<file path="config.mk">
export PLATFORM = sky130hd
export DESIGN_NAME = if_fetch_stage
export DESIGN_NICKNAME = d
export VERILOG_FILES = /design/src/rtl/if_fetch_stage_pkg.sv /design/src/rtl/if_fetch_stage_if_id_reg.sv /design/src/rtl/if_fetch_stage.sv
export SDC_FILE = /design/constraint.sdc
export NUM_CORES = 1
export LEC_CHECK = 0
export CAP_MARGIN = 25
export CORE_AREA = 2 2 110 218
export CTS_CLUSTER_SIZE = 40
export DETAILED_ROUTE_END_ITERATION = 12
export DIE_AREA = 0 0 112 220
export PLACE_DENSITY = 0.69
export SLEW_MARGIN = 20
export SYNTH_ARGS = -nofsm -noshare
export SYNTH_HDL_FRONTEND = slang
export SYNTH_SLANG_ARGS = --single-unit
</file>
<file path="constraint.sdc">
create_clock -name clk -period 3 [get_ports clk]
set_input_delay 0.6 -clock clk [delete_from_list [all_inputs] [get_ports clk]]
set_output_delay 0.6 -clock clk [all_outputs]
set_load 0.05 [all_outputs]
</file>
<file path="src/rtl/if_fetch_stage_pkg.sv">
// Shared CPU definitions: fetch-stage state encoding, bubble instruction and
// the J-type target helper also used by the ID stage.
package if_fetch_stage_pkg;

  typedef enum logic {
    RUN,
    DROP
  } if_state_t;

  localparam logic [31:0] NOP_INSTR = 32'h0000_0000;

  function automatic logic [31:0] jump_target(input logic [31:0] pc4,
                                              input logic [31:0] instr);
    return {pc4[31:28], instr[25:0], 2'b00};
  endfunction

endpackage

</file>
<file path="src/rtl/if_fetch_stage_if_id_reg.sv">
// IF/ID pipeline register with load/hold/bubble controls and a one-entry
// buffer for a word that returns while the stage is stalled.
module if_id_reg
  import if_fetch_stage_pkg::*;
#(
  parameter logic [31:0] NOP = NOP_INSTR
) (
  input  logic        clk,
  input  logic        rst_n,
  input  logic        load_i,
  input  logic        load_hold_i,
  input  logic        bubble_i,
  input  logic        hold_wr_i,
  input  logic        hold_clr_i,
  input  logic [31:0] rdata_i,
  input  logic [31:0] pc4_i,
  output logic        hold_valid_o,
  output logic [31:0] instr_o,
  output logic [31:0] pc4_o,
  output logic        valid_o
);

  logic [31:0] instr_q, instr_d;
  logic [31:0] pc4_q, pc4_d;
  logic        valid_q, valid_d;
  logic        hold_valid_q, hold_valid_d;
  logic [31:0] hold_instr_q, hold_instr_d;
  logic [31:0] hold_pc4_q, hold_pc4_d;

  always_comb begin
    instr_d      = instr_q;
    pc4_d        = pc4_q;
    valid_d      = valid_q;
    hold_valid_d = hold_valid_q;
    hold_instr_d = hold_instr_q;
    hold_pc4_d   = hold_pc4_q;

    if (bubble_i) begin
      instr_d = NOP;
      pc4_d   = '0;
      valid_d = 1'b0;
    end else if (load_hold_i) begin
      instr_d = hold_instr_q;
      pc4_d   = hold_pc4_q;
      valid_d = 1'b1;
    end else if (load_i) begin
      instr_d = rdata_i;
      pc4_d   = pc4_i;
      valid_d = 1'b1;
    end

    if (hold_clr_i) begin
      hold_valid_d = 1'b0;
    end else if (hold_wr_i) begin
      hold_valid_d = 1'b1;
      hold_instr_d = rdata_i;
      hold_pc4_d   = pc4_i;
    end
  end

  always_ff @(posedge clk or negedge rst_n) begin
    if (!rst_n) begin
      instr_q      <= NOP;
      pc4_q        <= '0;
      valid_q      <= 1'b0;
      hold_valid_q <= 1'b0;
      hold_instr_q <= NOP;
      hold_pc4_q   <= '0;
    end else begin
      instr_q      <= instr_d;
      pc4_q        <= pc4_d;
      valid_q      <= valid_d;
      hold_valid_q <= hold_valid_d;
      hold_instr_q <= hold_instr_d;
      hold_pc4_q   <= hold_pc4_d;
    end
  end

  assign hold_valid_o = hold_valid_q;
  assign instr_o      = instr_q;
  assign pc4_o        = pc4_q;
  assign valid_o      = valid_q;

endmodule

</file>
<file path="src/rtl/if_fetch_stage.sv">
// Instruction-fetch stage: PC, instruction-memory request handshake, redirect
// and flush handling, and the IF/ID register.
module if_fetch_stage
  import if_fetch_stage_pkg::*;
#(
  parameter logic [31:0] RESET_PC = 32'h0000_0000,
  parameter logic [31:0] NOP      = NOP_INSTR
) (
  input  logic        clk,
  input  logic        rst_n,
  input  logic        CHmux,
  input  logic        IFFlush,
  input  logic        Jump,
  input  logic [31:0] branch_target,
  input  logic        stall,
  output logic        imem_req,
  output logic [31:0] imem_addr,
  input  logic        imem_ready,
  input  logic [31:0] imem_rdata,
  output logic [31:0] Instruction_id,
  output logic [31:0] PC_plus4_id,
  output logic        valid_id,
  output logic [15:0] flush_count
);

  if_state_t   state_q, state_d;
  logic [31:0] pc_q, pc_d;
  logic        out_pend_q, out_pend_d;
  logic [31:0] saved_target_q, saved_target_d;
  logic [15:0] flush_count_q, flush_count_d;

  logic        hold_valid;
  logic        redir_acc, flush_acc, xfer;
  logic [31:0] target, pc_plus4;
  logic        id_load, id_load_hold, id_bubble, hold_wr, hold_clr;

  assign redir_acc = CHmux & ~stall;
  assign flush_acc = IFFlush & ~stall;
  assign target    = Jump ? jump_target(PC_plus4_id, Instruction_id) : branch_target;
  assign pc_plus4  = pc_q + 32'd4;

  // Gating with rst_n makes a late imem_ready during reset harmless.
  assign imem_req  = rst_n & ((state_q == DROP) | out_pend_q | (~hold_valid & ~stall));
  assign imem_addr = pc_q;
  assign xfer      = imem_req & imem_ready;

  always_comb begin
    state_d        = state_q;
    pc_d           = pc_q;
    saved_target_d = saved_target_q;
    id_load        = 1'b0;
    id_load_hold   = 1'b0;
    id_bubble      = 1'b0;
    hold_wr        = 1'b0;
    hold_clr       = 1'b0;

    case (state_q)
      RUN: begin
        if (xfer) begin
          if (redir_acc | flush_acc) begin
            pc_d      = redir_acc ? target : pc_plus4;
            id_bubble = 1'b1;
          end else if (stall) begin
            hold_wr = 1'b1;
            pc_d    = pc_plus4;
          end else begin
            id_load = 1'b1;
            pc_d    = pc_plus4;
          end
        end else if (redir_acc & imem_req) begin
          // Outstanding request must finish at its address before redirecting.
          saved_target_d = target;
          state_d        = DROP;
          id_bubble      = 1'b1;
        end else if (redir_acc) begin
          pc_d      = target;
          hold_clr  = 1'b1;
          id_bubble = 1'b1;
        end else if (stall) begin
          // Everything holds.
        end else if (hold_valid) begin
          id_load_hold = 1'b1;
          hold_clr     = 1'b1;
        end else begin
          id_bubble = 1'b1;
        end
      end
      DROP: begin
        id_bubble = 1'b1;
        if (redir_acc) saved_target_d = target;
        if (xfer) begin
          pc_d    = redir_acc ? target : saved_target_q;
          state_d = RUN;
        end
      end
      default: state_d = RUN;
    endcase
  end

  assign out_pend_d    = imem_req & ~imem_ready;
  assign flush_count_d = (flush_acc && flush_count_q != '1) ? flush_count_q + 16'd1
                                                            : flush_count_q;

  always_ff @(posedge clk or negedge rst_n) begin
    if (!rst_n) begin
      state_q        <= RUN;
      pc_q           <= RESET_PC;
      out_pend_q     <= 1'b0;
      saved_target_q <= '0;
      flush_count_q  <= '0;
    end else begin
      state_q        <= state_d;
      pc_q           <= pc_d;
      out_pend_q     <= out_pend_d;
      saved_target_q <= saved_target_d;
      flush_count_q  <= flush_count_d;
    end
  end

  assign flush_count = flush_count_q;

  if_id_reg #(
    .NOP(NOP)
  ) u_if_id_reg (
    .clk         (clk),
    .rst_n       (rst_n),
    .load_i      (id_load),
    .load_hold_i (id_load_hold),
    .bubble_i    (id_bubble),
    .hold_wr_i   (hold_wr),
    .hold_clr_i  (hold_clr),
    .rdata_i     (imem_rdata),
    .pc4_i       (pc_plus4),
    .hold_valid_o(hold_valid),
    .instr_o     (Instruction_id),
    .pc4_o       (PC_plus4_id),
    .valid_o     (valid_id)
  );

endmodule

</file>
==> results of run 1 <==
worst min-delay path: stages (launching register included):
cell     delay [ps]
dfrtp_1         340
nand2_1          50
o21ai_0          60
placed cells by master, fill, tap and decap left out, types with 5 or more instances in the layout:
cell type	synthesis	final
dfrtp_1	212	212
nand2_1	196	195
clkdlybuf4s50_1	0	181
o21ai_0	90	90
nand3_1	60	60
nor2_1	51	51
mux2_2	43	43
buf_4	3	32
xnor2_1	31	31
mux2i_1	31	31
a21oi_1	28	28
clkbuf_16	0	21
a22oi_1	16	16
nand4_1	16	16
nor3_1	12	12
a221o_1	12	12
inv_1	11	11
xor2_1	11	11
o22ai_1	8	8
o21ai_1	9	8
o31ai_1	8	8
buf_12	0	8
and3_1	8	7
nand2b_1	7	7
nor4_1	7	7
o211ai_1	7	7
and2_1	6	6
a221oi_1	6	6
o21a_1	5	5
clkbuf_8	0	5
registers in the layout, summed over array words and instances (netlist names):
register and count:
u_if_id_reg.hold_pc4_q 32, u_if_id_reg.valid_o 1, out_pend_q 1, flush_count 16, state_q 1, imem_addr 32
u_if_id_reg.pc4_o 32, u_if_id_reg.hold_instr_q 32, u_if_id_reg.hold_valid_o 1, u_if_id_reg.instr_o 32, saved_target_q 32
kinds of logic after synthesis:
group | count (synthesis) | synth area share, %
muxes | 74 | 7.84
and+or+nand+nor | 385 | 17.6
DFF | 212 | 52.3
AOI/OAI and AO/OA | 230 | 14.7
buffers and inverters | 80 | 3.65
adders and majority gates | 2 | 0.247
xor gates and xnor gates | 42 | 3.63
metrics by stage:
step	power (mW)	setup WS, ps	cell area (sq um)	utilization (%)
after floorplan	7.71	681	10100	-
after global placement	9.39	231	12400	53.8
after detailed placement	9.50	293	12400	53.8
after CTS	12.1	47.6	13100	56.7
after global routing	12.7	210	13100	56.8
final	12.1	334	13100	56.8
cell type report:
cell class | instances | area (sq um)
Sequential cell | 212 | 5310
Inverter | 12 | 45.0
Clock buffer | 27 | 588
Multi-Input combinational cell | 733 | 4490
Clock inverter | 8 | 76.3
Timing Repair Buffer | 225 | 2270
Tap cell | 283 | 354
Fill cell | 2063 | 10000
per-layer routing:
layer / track usage [%] / share of wire [%]
met5: 0 / 0
met1: 27.0 / 37
met3: 3.41 / 4.9
met2: 43.1 / 53
met4: 11.7 / 4.7
report_power, final:
group	switching, mW	internal [mW]
Clock	1.12	1.47
Combinational	2.88	1.76
Sequential	0.962	3.86
repair_timing:
action                                 4_1_cts  5_1_grt
endpoints found under the hold margin       15        0
hold buffers                                 1        0
setup endpoints to repair                    0        1
how the worst max path moves through the flow:
stage,slack [ps],from,to,depth (start not counted)
2_1_floorplan,680,stall,imem_addr[0],7
3_3_place_gp,230,stall,imem_addr[16],9
3_5_place_dp,290,CHmux,saved_target_q[29],7
4_1_cts,50,rst_n,imem_req,6
5_1_grt,210,rst_n,imem_req,5
6_report,330,rst_n,imem_req,5
==> results.toml, run 1 <==
[status]
status = "finished, final reports clean"

[timing]
period_minus_slack_ps = 2670
post-route-period-util_pct = 88.9
holdWs_ps = 480
rsz0062_at_grt = "false"
finalSetupTns_ps = 0
setup_viol = 0
finalMaxSlewViolations = 0
fin_skew_ps = 12.8
slew_headroom_pct = 47.4
fmax_mhz = 375
hold_viol_final = 0
worst_slew_pin_slew_ps = 787

[yosys]
ys_seq_area_share_pct = 52.3
synth_seq_cells = 212
synth_most_common_cell = "dfrtp_1"
yosys-top-cells-count = "dfrtp_1 (212), nand2_1 (196), o21ai_0 (90), nand3_1 (60), nor2_1 (51)"
ys_async_sr_fraction_pct = 100
yosysTopAreaCell = "dfrtp_1"
synth_area_per_cell_sq_um = 9.89
postSynthCellCount = 1025
synth_area_sq_mm = 0.0101
synthFlopType = "dfrtp_1"
synth_top_area_share_pct = 52.3
synth.distinct_cells = 71
synth_nets = 1098
synth_edf_count = 0
yosys_warnings = 0
synth.top_cells.by_area = "dfrtp_1 (52%), nand2_1 (7.3%), mux2_2 (4.8%), o21ai_0 (4.4%), mux2i_1 (3.1%)"

[min_path]
hp-class = "reg2reg"
min_from = "u_if_id_reg.hold_pc4_q[21]"
holdPathStages = 2
hold_end = "u_if_id_reg.hold_pc4_q[21]"

[drt]
vias = 8437
firstDrtPassIters = 5
drtIter0Drc = 418
routedWlPerCell_um = 19.4
antenna_left = 0
avgViaCountPerCell = 5.62
drc = 0
routed_wl_mm = 29.1

[floorplanning]
core_sq_mm = 0.0231
fp.dieW_um = 112
die_h_um = 220
start_util_pct = 43.8
die-area_sq_mm = 0.0246
row_count = 79
num_io_pins = 185

[worst_setup_path]
cp.arrival_ps = 2070
endpoint_kind = "primary output"
cpPeakStageDelay_ps = 550
required_ps = 2400
r2r_end = "imem_addr[12]"
critPathBufInv = 4
r2r-start = "imem_addr[2]"
critical_path_class = "in2out"
path_cells = "dlygate4sd3_1, clkbuf_8, o31ai_1, inv_1, buf_12"
worstPathMaxFanout = 46
slowest_stage = "dlygate4sd3_1"
reg2reg_depth = 6
critPathLaunchType = "input port"
cpLargestDelayFamily = "buffers and inverters"
reg2reg_slack_ps = 630

[place]
dpl.hpwl_mm = 21.3
place_congestion = 0.916
dp.cells = 1464
port_buffers = 184

[power]
cellLeakagePower_nw = 5.65
vdd_ir_drop_max_mv = 0.634
p_per_area_mw_per_mm2 = 918

[grt]
grt_pass1_vias = 8485
grt_use_total_pct = 23.7
antenna_found_initial = 0
overflow = 0
grt_pass1_wl_mm = 46.6
grt_start_max_net_pins = 93

[cells_and_area]
layout-area-overhead-vs-synth_pct = 29.5
antenna_cells = 0
final_cells = 1500
drive_gt1_share_pct = 11.5
final_nets = 1277

[clock_tree]
insertion_delay_ps = 510
cts_sinks = 212
cts_tree = "built"
numCtsBuffers = 20
htree_levels = 1
cts_setup_buffers = 0
path_clk_slew_ps = 60
clk_path_buf_depth = 3
cts_resized = 0
cts-root-buf = "clkbuf_16"

[job]
cap_violations = 0
(Power assumes the default switching activity.)
==> run 2, diff against run 1 <==
--- a/config.mk
+++ b/config.mk
@@ -11,6 +11,7 @@
 export DETAILED_ROUTE_END_ITERATION = 12
 export DIE_AREA = 0 0 112 220
 export PLACE_DENSITY = 0.69
+export SKIP_LAST_GASP = 1
 export SLEW_MARGIN = 20
 export SYNTH_ARGS = -nofsm -noshare
 export SYNTH_HDL_FRONTEND = slang
==> results of run 2 <==
The final DEF is identical to that of run 1; final timing and power are the same.
